--- config.mk ---
export PLATFORM = sky130hd
export DESIGN_NAME = saida
export DESIGN_NICKNAME = d
export VERILOG_FILES = /design/src/rtl/saida.sv
export SDC_FILE = /design/constraint.sdc
export NUM_CORES = 1
export LEC_CHECK = 0
export BUFFER_PORTS_ARGS = -buffer_cell sky130_fd_sc_hd__buf_2
export CAP_MARGIN = 10
export CELL_PAD_IN_SITES_DETAIL_PLACEMENT = 0
export CELL_PAD_IN_SITES_GLOBAL_PLACEMENT = 2
export CORE_MARGIN = 1
export CORE_UTILIZATION = 42
export DETAILED_ROUTE_END_ITERATION = 10
export GPL_ROUTABILITY_DRIVEN = 0
export PLACE_DENSITY_LB_ADDON = 0.1
export SKIP_CTS_REPAIR_TIMING = 1
export SYNTH_ARGS = -nofsm -noshare
export SYNTH_HDL_FRONTEND = slang
export SYNTH_SLANG_ARGS = --single-unit
--- constraint.sdc ---
create_clock -name clk -period 3.3 [get_ports clk]
set_input_delay 0.495 -clock clk [delete_from_list [all_inputs] [get_ports clk]]
set_output_delay 0.495 -clock clk [all_outputs]
set_load 0.05 [all_outputs]
--- src/rtl/saida.sv ---
// saida: output-side result buffer for the CPMath datapath.
//
// The processor pushes DATA_W-bit result words into a DEPTH-entry circular
// FIFO. Each rising edge of the user's pushbutton pops one word: the whole word
// is shown raw on output_value. Its low 16 bits are converted to five BCD
// digits by a serial double-dabble (one bit per cycle). The digits are then
// decoded to active-low 7-segment patterns.
//
// Ports:
//   clk          system clock, all state on posedge
//   reset        synchronous active-high reset
//   _input       word from the processor
//   switchWrite  write strobe; one push per cycle while high
//   switchNext   pushbutton level; a rising edge requests the next word
//   output_value word currently displayed (registered)
//   seg          5 digits x 7 segments, active-low gfedcba; [6:0] = units
//   haveData     FIFO not empty
//   full         FIFO holds DEPTH words
//   overflow     sticky: a write was dropped because the FIFO was full
//   busy         conversion in progress
//
// Handshake: there is no backpressure on either side. switchWrite is a
// fire-and-forget strobe. It is accepted when the FIFO is not full, or when a
// pop is accepted in the same cycle. Otherwise it is dropped and sets
// overflow. A pushbutton edge is honoured only when haveData=1 and the
// converter is idle; all other edges are discarded, not queued.
module saida #(
  parameter int DATA_W = 32,
  parameter int DEPTH  = 16,
  parameter int ADDR_W = 4
) (
  input  logic              clk,
  input  logic              reset,
  input  logic [DATA_W-1:0] _input,
  input  logic              switchWrite,
  input  logic              switchNext,
  output logic [DATA_W-1:0] output_value,
  output logic [34:0]       seg,
  output logic              haveData,
  output logic              full,
  output logic              overflow,
  output logic              busy
);

  typedef enum logic [1:0] {
    IDLE  = 2'd0,
    SHIFT = 2'd1,
    DONE  = 2'd2
  } state_t;

  localparam logic [ADDR_W:0] FULL_CNT = (ADDR_W + 1)'(DEPTH);

  // Storage.
  logic [DATA_W-1:0] mem [DEPTH];

  // Registers.
  state_t            state_q, state_d;
  logic [ADDR_W-1:0] wptr_q, wptr_d;
  logic [ADDR_W-1:0] rptr_q, rptr_d;
  logic [ADDR_W:0]   count_q, count_d;
  logic              overflow_q, overflow_d;
  logic              busy_q, busy_d;
  logic [DATA_W-1:0] out_q, out_d;
  logic [34:0]       seg_q, seg_d;
  logic              next_prev_q, next_prev_d;
  logic [15:0]       bin_q, bin_d;
  logic [19:0]       bcd_q, bcd_d;
  logic [4:0]        iter_q, iter_d;

  // Combinational helpers.
  logic              have_data;
  logic              is_full;
  logic              pop_req;
  logic              pop_acc;
  logic              wr_acc;
  logic [19:0]       bcd_adj;
  logic [DATA_W-1:0] head;

  function automatic logic [6:0] decode_digit(input logic [3:0] d);
    logic [6:0] s;
    case (d)
      4'd0:    s = 7'b1000000;
      4'd1:    s = 7'b1111001;
      4'd2:    s = 7'b0100100;
      4'd3:    s = 7'b0110000;
      4'd4:    s = 7'b0011001;
      4'd5:    s = 7'b0010010;
      4'd6:    s = 7'b0000010;
      4'd7:    s = 7'b1111000;
      4'd8:    s = 7'b0000000;
      4'd9:    s = 7'b0010000;
      default: s = 7'b1111111;
    endcase
    return s;
  endfunction

  assign have_data = (count_q != '0);
  assign is_full   = (count_q == FULL_CNT);
  assign head      = mem[rptr_q];

  // FIFO control and pushbutton edge detection.
  always_comb begin
    next_prev_d = switchNext;
    pop_req     = switchNext && !next_prev_q;
    pop_acc     = pop_req && have_data && (state_q == IDLE);
    // A pop in the same cycle frees a slot, so a write into a full FIFO still lands.
    wr_acc      = switchWrite && (!is_full || pop_acc);
    overflow_d  = overflow_q || (switchWrite && !wr_acc);
    wptr_d      = wr_acc  ? wptr_q + 1'b1 : wptr_q;
    rptr_d      = pop_acc ? rptr_q + 1'b1 : rptr_q;
    count_d     = count_q;
    case ({wr_acc, pop_acc})
      2'b10:   count_d = count_q + 1'b1;
      2'b01:   count_d = count_q - 1'b1;
      default: count_d = count_q;
    endcase
  end

  // Double-dabble adjust: any BCD nibble >= 5 gets +3 before the shift.
  always_comb begin
    bcd_adj = bcd_q;
    for (int i = 0; i < 5; i++) begin
      if (bcd_q[i*4 +: 4] >= 4'd5) begin
        bcd_adj[i*4 +: 4] = bcd_q[i*4 +: 4] + 4'd3;
      end
    end
  end

  // Converter FSM: next state and datapath.
  always_comb begin
    state_d = state_q;
    busy_d  = busy_q;
    out_d   = out_q;
    seg_d   = seg_q;
    bin_d   = bin_q;
    bcd_d   = bcd_q;
    iter_d  = iter_q;
    case (state_q)
      IDLE: begin
        if (pop_acc) begin
          out_d   = head;
          bin_d   = head[15:0];
          bcd_d   = '0;
          iter_d  = '0;
          busy_d  = 1'b1;
          state_d = SHIFT;
        end
      end
      SHIFT: begin
        bcd_d  = {bcd_adj[18:0], bin_q[15]};
        bin_d  = {bin_q[14:0], 1'b0};
        iter_d = iter_q + 5'd1;
        // The 16th shift happens on this edge.
        if (iter_q == 5'd15) begin
          state_d = DONE;
        end
      end
      DONE: begin
        for (int i = 0; i < 5; i++) begin
          seg_d[i*7 +: 7] = decode_digit(bcd_q[i*4 +: 4]);
        end
        busy_d  = 1'b0;
        state_d = IDLE;
      end
      default: begin
        state_d = IDLE;
        busy_d  = 1'b0;
      end
    endcase
  end

  always_ff @(posedge clk) begin
    if (reset) begin
      state_q     <= IDLE;
      wptr_q      <= '0;
      rptr_q      <= '0;
      count_q     <= '0;
      overflow_q  <= 1'b0;
      busy_q      <= 1'b0;
      out_q       <= '0;
      seg_q       <= '1;
      next_prev_q <= 1'b0;
      bin_q       <= '0;
      bcd_q       <= '0;
      iter_q      <= '0;
    end else begin
      state_q     <= state_d;
      wptr_q      <= wptr_d;
      rptr_q      <= rptr_d;
      count_q     <= count_d;
      overflow_q  <= overflow_d;
      busy_q      <= busy_d;
      out_q       <= out_d;
      seg_q       <= seg_d;
      next_prev_q <= next_prev_d;
      bin_q       <= bin_d;
      bcd_q       <= bcd_d;
      iter_q      <= iter_d;
    end
  end

  // Storage has no reset; entries are only read after being written.
  always_ff @(posedge clk) begin
    if (!reset && wr_acc) begin
      mem[wptr_q] <= _input;
    end
  end

  assign output_value = out_q;
  assign seg          = seg_q;
  assign haveData     = have_data;
  assign full         = is_full;
  assign overflow     = overflow_q;
  assign busy         = busy_q;

endmodule

==> results of run 1 <==
## worst paths after layout
path	start	endpoint	slack, ps	cells after the start
hold / removal	switchNext	next_prev_q	180	2
hold reg to reg	output_value[10]	output_value[10]	450	2
setup reg to reg	count_q[0]	count_q[4]	520	9
setup / recovery	count_q[0]	count_q[4]	520	9
## worst max-delay path: stages, from the launching register on
cell and delay, ps:
dfxtp_1 350, or4_1 680, o21ai_4 190, nor2_1 120, ha_1 340, nor2b_1 150
o21ai_0 210, a21oi_1 100, a32oi_1 190, mux2_1 340
## synth_stat cells (3+ instances only)
cell	count	area, sq um
a211o_1	16	140
a211oi_1	14	105
a21oi_1	121	606
a22oi_1	39	293
a22oi_2	10	125
buf_1	7	26.3
buf_2	21	105
buf_4	10	75.1
clkbuf_1	55	206
dfxtp_1	130	2600
edfxtp_1	512	15400
ha_1	35	438
inv_1	26	97.6
mux2_2	34	383
mux2i_1	11	110
mux4_2	128	2880
nand2_1	55	206
nand2b_1	28	175
nand3_1	11	55.1
nand3b_1	4	30.0
nor2_1	97	364
nor2b_1	7	43.8
nor3_1	8	40.0
nor3b_1	4	30.0
o2111ai_1	6	52.6
o21a_1	3	22.5
o21ai_0	45	225
o22ai_1	8	50.1
xnor2_1	15	131
xor2_1	6	52.6
## where the power goes
| group | leakage (nW) | internal [W] | switching [W] |
|---|---|---|---|
| Sequential | 5.67 | 0.00895 | 0.000172 |
| Clock | 1.13 | 0.00473 | 0.00317 |
| Combinational | 2.66 | 0.00102 | 0.00142 |
## metal layers
| metal | GRT usage (%) | vias up |
|---|---|---|
| met1 | 27.1 | 6939 |
| met3 | 3.18 | 78 |
| met2 | 29.7 | 255 |
| li1 | - | 6181 |
| met4 | 5.68 | 0 |
| met5 | 0 | - |
## flip-flops by register name, indices dropped and copies added, names as in the netlist, named ones only
register / flops
bin_q: 16
iter_q: 5
overflow: 1
output_value: 32
state_q: 2
next_prev_q: 1
bcd_q: 20
rptr_q: 4
seg: 35
busy: 1
count_q: 5
wptr_q: 4
mem: 512
## metrics by stage
| stage | power (W) | setup slack [ps] | std cells | area, sq um |
|---|---|---|---|---|
| 6_report | 0.0195 | 517 | 2465 | 29500 |
| 2_1_floorplan | 0.0110 | 174 | 1498 | 25400 |
| 3_5_place_dp | 0.0118 | 442 | 2338 | 27200 |
| 5_1_grt | 0.0202 | 313 | 2465 | 29500 |
| 3_3_place_gp | 0.0118 | 431 | 2338 | 27200 |
| 4_1_cts | 0.0197 | 508 | 2465 | 29500 |
## cells by family after synthesis
kind of cell    share of synthesized area (%)
flops                                    70.9
fa+ha+maj                                1.81
mux                                      13.4
simple gates                             4.08
buf+inv                                  2.01
compound gates                           7.05
xor+xnor                                0.726
## layout make-up
| type | instances | area, sq um |
|---|---|---|
| Fill cell | 5012 | 29800 |
| Clock inverter | 40 | 429 |
| Tap cell | 773 | 967 |
| Multi-Input combinational cell | 737 | 6990 |
| Inverter | 26 | 97.6 |
| Timing Repair Buffer | 160 | 1140 |
| Sequential cell | 642 | 18000 |
| Clock buffer | 87 | 1900 |
==> out/results.tsv, run 1 <==
stage	metric	value	unit
cells_and_area	Layout Utilization	49.7	%
timing	final worst path period share	84.3	%
flow_run	Max Cap Viol	0	
cells_and_area	area delta synth->final	16.4	%
detailed_routing	DRT met1 WL	26.6	mm
logic_synthesis	Yosys cell types	54	
die	initial core utilization	42.7	%
timing	RSZ-0062 raised after global routing	false	
detailed_routing	post-detailed-route count of antenna-violating nets	0	
run_status	failing checks	design-rule violations	
clocking	clk sinks	642	
logic_synthesis	syn_nets	1570	
clocking	CTS Buf Count	71	
logic_synthesis	post-synthesis sequential area ratio	70.9	%
detailed_routing	WL final	56.5	mm
grt	largest net degree at the start of global routing	79	
die	die area	61300	sq um
clocking	worst-skew pair later-pin latency	600	ps
logic_synthesis	post-synthesis register bit count	642	
logic_synthesis	number of synthesized flops with an enable pin	512	
timing	Finish-stage setup viols	0	
power	maximum VDD drop	0.415	mV
clocking	Root Driver	clkbuf_16	
timing	Rel. slew slack	35.2	%
timing	Achievable Freq	359	MHz
detailed_routing	met2 wire length	26.2	mm
detailed_routing	Via Count	13453	
grt	global route overflow	0	
timing	final hold viol count	0	
run_status	status	finished, violations left	
detailed_routing	WL per Instance	22.9	microns
detailed_routing	Via density	5.46	
timing	setup TNS	0	ps
min_path	min-delay worst type	in2reg	
place	dpl hpwl	33.0	mm
detailed_routing	first drt pass iteration count	8	
power	pwr dens	660	nW/um^2
critical_path	Worst EP required	3770	ps
power	Leak Pwr	9.45	nW
logic_synthesis	Post-Synthesis Cells	1498	
clocking	CTS tree	yes	
logic_synthesis	synth warn	0	
grt	All-Layer GR Usage	18.9	%
grt	initial antenna violation count	1	
detailed_routing	uppermost layer routed	met4	
grt	vias in the first global route	13752	
timing	shortest period the worst path allows	2780	ps
critical_path	Crit Path Class	reg2reg	
logic_synthesis	FFs w/ async S/R, synth	0	%
clocking	H-tree depth	3	
die	Die Span Y	248	microns
critical_path	type of origin of the critical path	register	
timing	final hold slack	181	ps
cells_and_area	share of cells above drive strength 1	27.7	%
critical_path	Worst Path Arrival	3250	ps
detailed_routing	DRC	10	
critical_path	crit end category	register	
clocking	Max clock buf depth	3	
detailed_routing	Starting DRT DRC Count	934	
cells_and_area	antenna cells	0	
cells_and_area	most frequent cells in the layout	edfxtp_1 (512), mux4_2 (128), dfxtp_1 (127)	
die	# IOs	107	
die	Core ar.	59400	sq um
logic_synthesis	mapped cell area	25400	sq um
grt	first-pass GRT wire length	85.9	mm
cells_and_area	Layout Nets	1710	
die	Die Span X	248	microns
place	port bufs	106	
detailed_routing	met3 routed WL	2.57	mm
timing	Worst Skew	23.8	ps
clocking	clock transition at the registers of the reported paths	60	ps
die	Rows	89	
logic_synthesis	Primary FF master, synth	edfxtp_1	
timing	Least-Margin Pin Slew	972	ps
timing	max-slew violation count	0	
cells_and_area	commonest non-fill, non-tap cell in the layout	edfxtp_1	
logic_synthesis	Avg Synthesized Cell Area	16.9	sq um
critical_path	CP max FO	5	
(Power assumes the default switching activity.)
==> run 2, diff against run 1 <==
--- a/config.mk
+++ b/config.mk
@@ -10,7 +10,7 @@
 export CELL_PAD_IN_SITES_DETAIL_PLACEMENT = 0
 export CELL_PAD_IN_SITES_GLOBAL_PLACEMENT = 2
 export CORE_MARGIN = 1
-export CORE_UTILIZATION = 42
+export CORE_UTILIZATION = 46
 export DETAILED_ROUTE_END_ITERATION = 10
 export GPL_ROUTABILITY_DRIVEN = 0
 export PLACE_DENSITY_LB_ADDON = 0.1
==> constraint.sdc (replaced) <==
create_clock -name clk -period 2.6 [get_ports clk]
set_input_delay 0.39 -clock clk [delete_from_list [all_inputs] [get_ports clk]]
set_output_delay 0.39 -clock clk [all_outputs]
set_load 0.05 [all_outputs]
==> run 2 against run 1 <==
  * The flow now finishes without violations
  * Setup slack got worse by 410 ps
  * Critical path depth decreased by 5
  * Global-route usage increased by 2.0 points
  * Core utilization increased by 5.1 points
  * Register-to-register slack got worse by 400 ps
  * Critical endpoint is now full
  * Largest cell class unchanged
  * Highest routed layer is now met5
==> out/results.tsv, run 2 (synthesized netlist as in run 1, its figures left out) <==
stage	metric	value	unit	change
die	Rows	85		-4.5%
cells_and_area	Reg with most FFs	mem		
critical_path	Crit Path Class	reg2out		
min_path	min-delay worst type	in2reg		
critical_path	CP Buf/Inv Count	2		+2
timing	RSZ-0062 raised after global routing	true		
detailed_routing	DRC	0		-10
die	die area	56100	sq um	-8.6%
timing	final hold viol count	0		unchanged
clocking	Max clock buf depth	3		unchanged
timing	Worst Skew	23.8	ps	-0.0605 ps
power	maximum VDD drop	0.494	mV	+19%
detailed_routing	Starting DRT DRC Count	970		+3.9%
grt	global route overflow	0		unchanged
place	dpl hpwl	34.0	mm	+3.2%
timing	max-slew violation count	0		unchanged
timing	final worst path period share	96.0	%	
clocking	CTS tree	yes		
flow_run	Max Cap Viol	0		unchanged
cells_and_area	Layout Nets	1735		+1.5%
cells_and_area	share of cells above drive strength 1	28.4	%	+0.76 points
critical_path	Cell Chain, Critical Path	or4_4, buf_4, nor2_1, buf_2		
grt	vias in the first global route	13981		+1.7%
clocking	Root Driver	clkbuf_16		
critical_path	type of origin of the critical path	register		
timing	Finish-stage setup viols	0		unchanged
clocking	CTS Buf Count	70		-1.4%
critical_path	crit end category	primary output		
clocking	clock transition at the registers of the reported paths	50	ps	about the same
critical_path	FF-to-FF setup slack	120	ps	-400 ps
critical_path	Worst Path Arrival	2110	ps	-1140 ps
run_status	status	finished clean		
cells_and_area	area delta synth->final	17.0	%	
clocking	worst-skew pair later-pin latency	610	ps	about the same
cells_and_area	most frequent cells in the layout	edfxtp_1 (512), mux4_2 (128), dfxtp_1 (127)		
detailed_routing	first drt pass iteration count	7		-1
timing	Least-Margin Pin Slew	1160	ps	+191 ps
place	Place WS	-144	ps	-587 ps
timing	shortest period the worst path allows	2500	ps	
die	initial core utilization	46.8	%	+4.1 points
die	Die Span X	237	microns	-4.4%
detailed_routing	WL per Instance	24.0	microns	+4.6%
die	Core ar.	54100	sq um	-8.8%
critical_path	Worst EP required	2210	ps	-1560 ps
timing	Rel. slew slack	22.1	%	-13 points
detailed_routing	post-detailed-route count of antenna-violating nets	0		unchanged
power	pwr dens	822	nW/um^2	+25%
detailed_routing	Via density	5.69		+4.2%
die	# IOs	107		unchanged
detailed_routing	Via Count	13733		+2.1%
clocking	H-tree depth	3		unchanged
timing	Achievable Freq	401	MHz	
grt	largest net degree at the start of global routing	84		+6.3%
critical_path	critical path's largest stage delay	580	ps	-100 ps
clocking	clk sinks	642		unchanged
timing	setup TNS	0	ps	unchanged
cells_and_area	Largest register FFs	512		unchanged
grt	All-Layer GR Usage	20.9	%	+2.0 points
place	port bufs	106		unchanged
die	Die Span Y	237	microns	-4.4%
critical_path	Crit-path slowest cell	or4_4		
critical_path	CP max FO	4		-1
power	Leak Pwr	9.56	nW	+1.1%
detailed_routing	WL final	57.9	mm	+2.4%
critical_path	CP delay by family, top	simple AND/OR/NAND/NOR gates		
grt	first-pass GRT wire length	87.4	mm	+1.8%
grt	initial antenna violation count	2		+1
timing	final setup margin	105	ps	-412 ps
cells_and_area	commonest non-fill, non-tap cell in the layout	edfxtp_1		
[run 2: cell type report]
cell class	count	area [sq um]
inverter	26	97.6
multi-input combinational	740	7020
clock inverter	42	402
tap	696	871
sequential	642	18000
antenna	1	2.50
clock buffer	84	1850
timing repair buffer	183	1430
fill	4246	24500
[run 2: final timing paths]
| check | cells after the start | from | to |
|---|---|---|---|
| worst max-delay path | 4 | count_q[0] | full |
| worst min-delay path | 2 | switchNext | next_prev_q |
| worst max register to register | 9 | count_q[0] | count_q[4] |
| worst min register to register | 1 | seg[18] | seg[18] |
[run 2: report_power, final]
group          switching, W  internal, W
Combinational       0.00189      0.00135
Sequential         0.000150       0.0114
Clock               0.00402      0.00560
Total               0.00606       0.0183
[run 2: per-layer routing]
| metal | up-vias | track usage (%) | wire (microns) |
|---|---|---|---|
| li1 | 6224 | - | - |
| met1 | 7108 | 30.1 | 26700 |
| met2 | 312 | 32.7 | 27400 |
| met3 | 87 | 3.91 | 2670 |
| met4 | 2 | 5.84 | 1160 |
| met5 | - | 0 | 13 |
[run 2: through the flow]
step           instances  total power (W)  instance area (sq um)  hold WS (ps)  utilization [%]
2_1_floorplan       1498           0.0140                  25400           454                -
3_3_place_gp        2284           0.0150                  27400           440             50.6
3_5_place_dp        2284           0.0150                  27400           445             50.6
4_1_cts             2410           0.0247                  29600          14.2             54.7
5_1_grt             2414           0.0253                  29700          34.3             54.8
6_report            2414           0.0244                  29700          46.4             54.8
==> run 3, diff against run 2 <==
--- a/config.mk
+++ b/config.mk
@@ -9,6 +9,7 @@
 export CAP_MARGIN = 10
 export CELL_PAD_IN_SITES_DETAIL_PLACEMENT = 0
 export CELL_PAD_IN_SITES_GLOBAL_PLACEMENT = 2
+export CORE_ASPECT_RATIO = 1.25
 export CORE_MARGIN = 1
 export CORE_UTILIZATION = 46
 export DETAILED_ROUTE_END_ITERATION = 10
==> run 3 against run 2 <==
  * Register-to-register slack hardly changed
  * First-iteration DRC count increased by 4.0%
  * Wire length decreased by 2.4%
  * Total power increased by 1.9%
  * Final area rose by 1.0%
  * Fmax grew 0.18%
  * Critical endpoint is now count_q[4]
==> out/results.tsv, run 3 (synthesized netlist as in run 1, its figures left out) <==
stage	metric	value	unit	change
timing	Worst Skew	18.8	ps	-4.98 ps
cells_and_area	area taken by multi-input logic gates	7030	sq um	+0.18%
power	Leak Pwr	9.69	nW	+1.4%
cells_and_area	share of cells above drive strength 1	29.7	%	+1.3 points
die	initial core utilization	46.9	%	about the same
place	dpl hpwl	34.1	mm	+0.27%
grt	first-pass GRT wire length	85.2	mm	-2.6%
critical_path	FF-to-FF setup slack	110	ps	about the same
timing	final worst path period share	95.8	%	-0.17 points
clocking	CTS Buf Count	66		-5.7%
detailed_routing	Via Count	13668		-0.47%
detailed_routing	post-detailed-route count of antenna-violating nets	0		unchanged
cells_and_area	register area	18000	sq um	unchanged
run_status	status	finished clean		
cells_and_area	Reg with most FFs	mem		
clocking	H-tree depth	3		unchanged
cells_and_area	Layout Utilization	55.4	%	+0.61 points
die	Die Span Y	264	microns	+12%
grt	largest net degree at the start of global routing	130		+55%
cells_and_area	Layout Nets	1750		+0.86%
timing	max-slew violation count	0		unchanged
grt	initial antenna violation count	1		-1
detailed_routing	first drt pass iteration count	5		-2
timing	Rel. slew slack	49.3	%	+27 points
flow_run	Max Cap Viol	0		unchanged
timing	shortest period the worst path allows	2490	ps	-4.43 ps
cells_and_area	most frequent cells in the layout	edfxtp_1 (512), mux4_2 (128), dfxtp_1 (127)		
detailed_routing	WL final	56.5	mm	-2.4%
critical_path	Crit Path Class	reg2reg		
critical_path	worst-case reg-to-reg path depth	9		unchanged
grt	vias in the first global route	14069		+0.63%
min_path	hold path depth	2		unchanged
die	die area	56100	sq um	about the same
critical_path	crit end category	register		
critical_path	type of origin of the critical path	register		
cells_and_area	Fill cells	4252		+0.14%
timing	Least-Margin Pin Slew	761	ps	-402 ps
critical_path	Worst Path Arrival	2980	ps	+870 ps
clocking	clock transition at the registers of the reported paths	60	ps	about the same
cells_and_area	Largest register FFs	512		unchanged
detailed_routing	DRC	0		unchanged
critical_path	CP max FO	4		unchanged
die	Rows	95		+12%
min_path	Hold Path Origin	switchNext		
detailed_routing	Starting DRT DRC Count	1009		+4.0%
power	Final Total Pwr	0.0248	W	+1.9%
clocking	clk sinks	642		unchanged
cells_and_area	antenna cells	0		-1
place	port bufs	106		unchanged
power	maximum VDD drop	0.611	mV	+24%
critical_path	reg2reg end	count_q[4]		
die	Die Span X	212	microns	-10%
clocking	Max clock buf depth	3		unchanged
min_path	hold path endpoint	next_prev_q		
detailed_routing	Via density	5.56		-2.3%
timing	final hold viol count	0		unchanged
die	Core ar.	54100	sq um	about the same
cells_and_area	area delta synth->final	18.1	%	
min_path	min-delay worst type	in2reg		
grt	All-Layer GR Usage	20.4	%	-0.46 points
clocking	Root Driver	clkbuf_16		
critical_path	RR Startpoint	count_q[2]		
timing	Achievable Freq	402	MHz	+0.18%
timing	Finish-stage setup viols	0		unchanged
critical_path	Worst EP required	3090	ps	+880 ps
power	pwr dens	829	nW/um^2	+0.83%
cells_and_area	commonest non-fill, non-tap cell in the layout	edfxtp_1		
grt	global route overflow	0		unchanged
die	# IOs	107		unchanged
detailed_routing	WL per Instance	23.0	microns	-4.2%
clocking	CTS tree	yes		
clocking	worst-skew pair later-pin latency	600	ps	about the same
## run 3: changes by cell type in the layout (fill, tap and decap cells not counted), moves of 5 or more
cell       change
clkinv_1       -9
nor2_2         -5
buf_12         +5
bufinv_16      +6
buf_4         +16
## run 3: worst max path at each step
stage                from          to  slack, ps  cells past startpoint
2_1_floorplan  state_q[1]   mem[3][0]       -470                      4
3_5_place_dp   switchNext  mem[5][12]       -300                      6
3_3_place_gp   switchNext   mem[5][2]       -240                      6
5_1_grt        count_q[2]  count_q[4]         -1                      9
6_report       count_q[2]  count_q[4]        110                      9
4_1_cts        state_q[1]   mem[5][8]       -210                      5
## run 3: cell type report
class                           instances  share of cell area, %
Sequential cell                       642                   60.0
Inverter                               26                  0.326
Timing Repair Buffer                  202                   5.44
Clock inverter                         44                   1.81
Multi-Input combinational cell        740                   23.5
Tap cell                              727                   3.04
Clock buffer                           78                   5.87
## run 3: layer usage
metal | part of all wire, % | vias up | global-route usage [%] | routed length (microns)
li1 | - | 6261 | - | -
met1 | 43 | 7036 | 27.2 | 24400
met2 | 50 | 292 | 34.4 | 28400
met3 | 4.7 | 77 | 3.51 | 2630
met4 | 1.9 | 2 | 6.03 | 1090
met5 | 0.021 | - | 0 | 12
## run 3: critical path: stages, from the launching register on
cell	delay [ps]
dfxtp_1	310
or4_4	590
o21ai_4	170
nor2_1	100
ha_1	320
nor2b_1	140
o21ai_1	170
a21oi_1	90
a32oi_1	160
mux2_1	330
## run 3: through the flow
stage                     std cells  hold WS, ps  setup slack, ps  cell area (sq um)  TNS (ps)
after global placement         2314          439             -240              27400    -34930
after global routing           2459         72.0            -1.04              30000     -1.91
after detailed placement       2314          445             -296              27400    -40230
after CTS                      2436         18.2             -206              29700    -23360
after floorplan                1498          454             -471              25400   -170830
final                          2459         45.6              109              30000         0
## run 3: where the power goes
| part | total (W) | switching, W | internal [W] |
|---|---|---|---|
| combinational | 0.00330 | 0.00188 | 0.00141 |
| sequential | 0.0115 | 0.000177 | 0.0114 |
| clock | 0.00999 | 0.00401 | 0.00598 |
| total | 0.0248 | 0.00607 | 0.0188 |
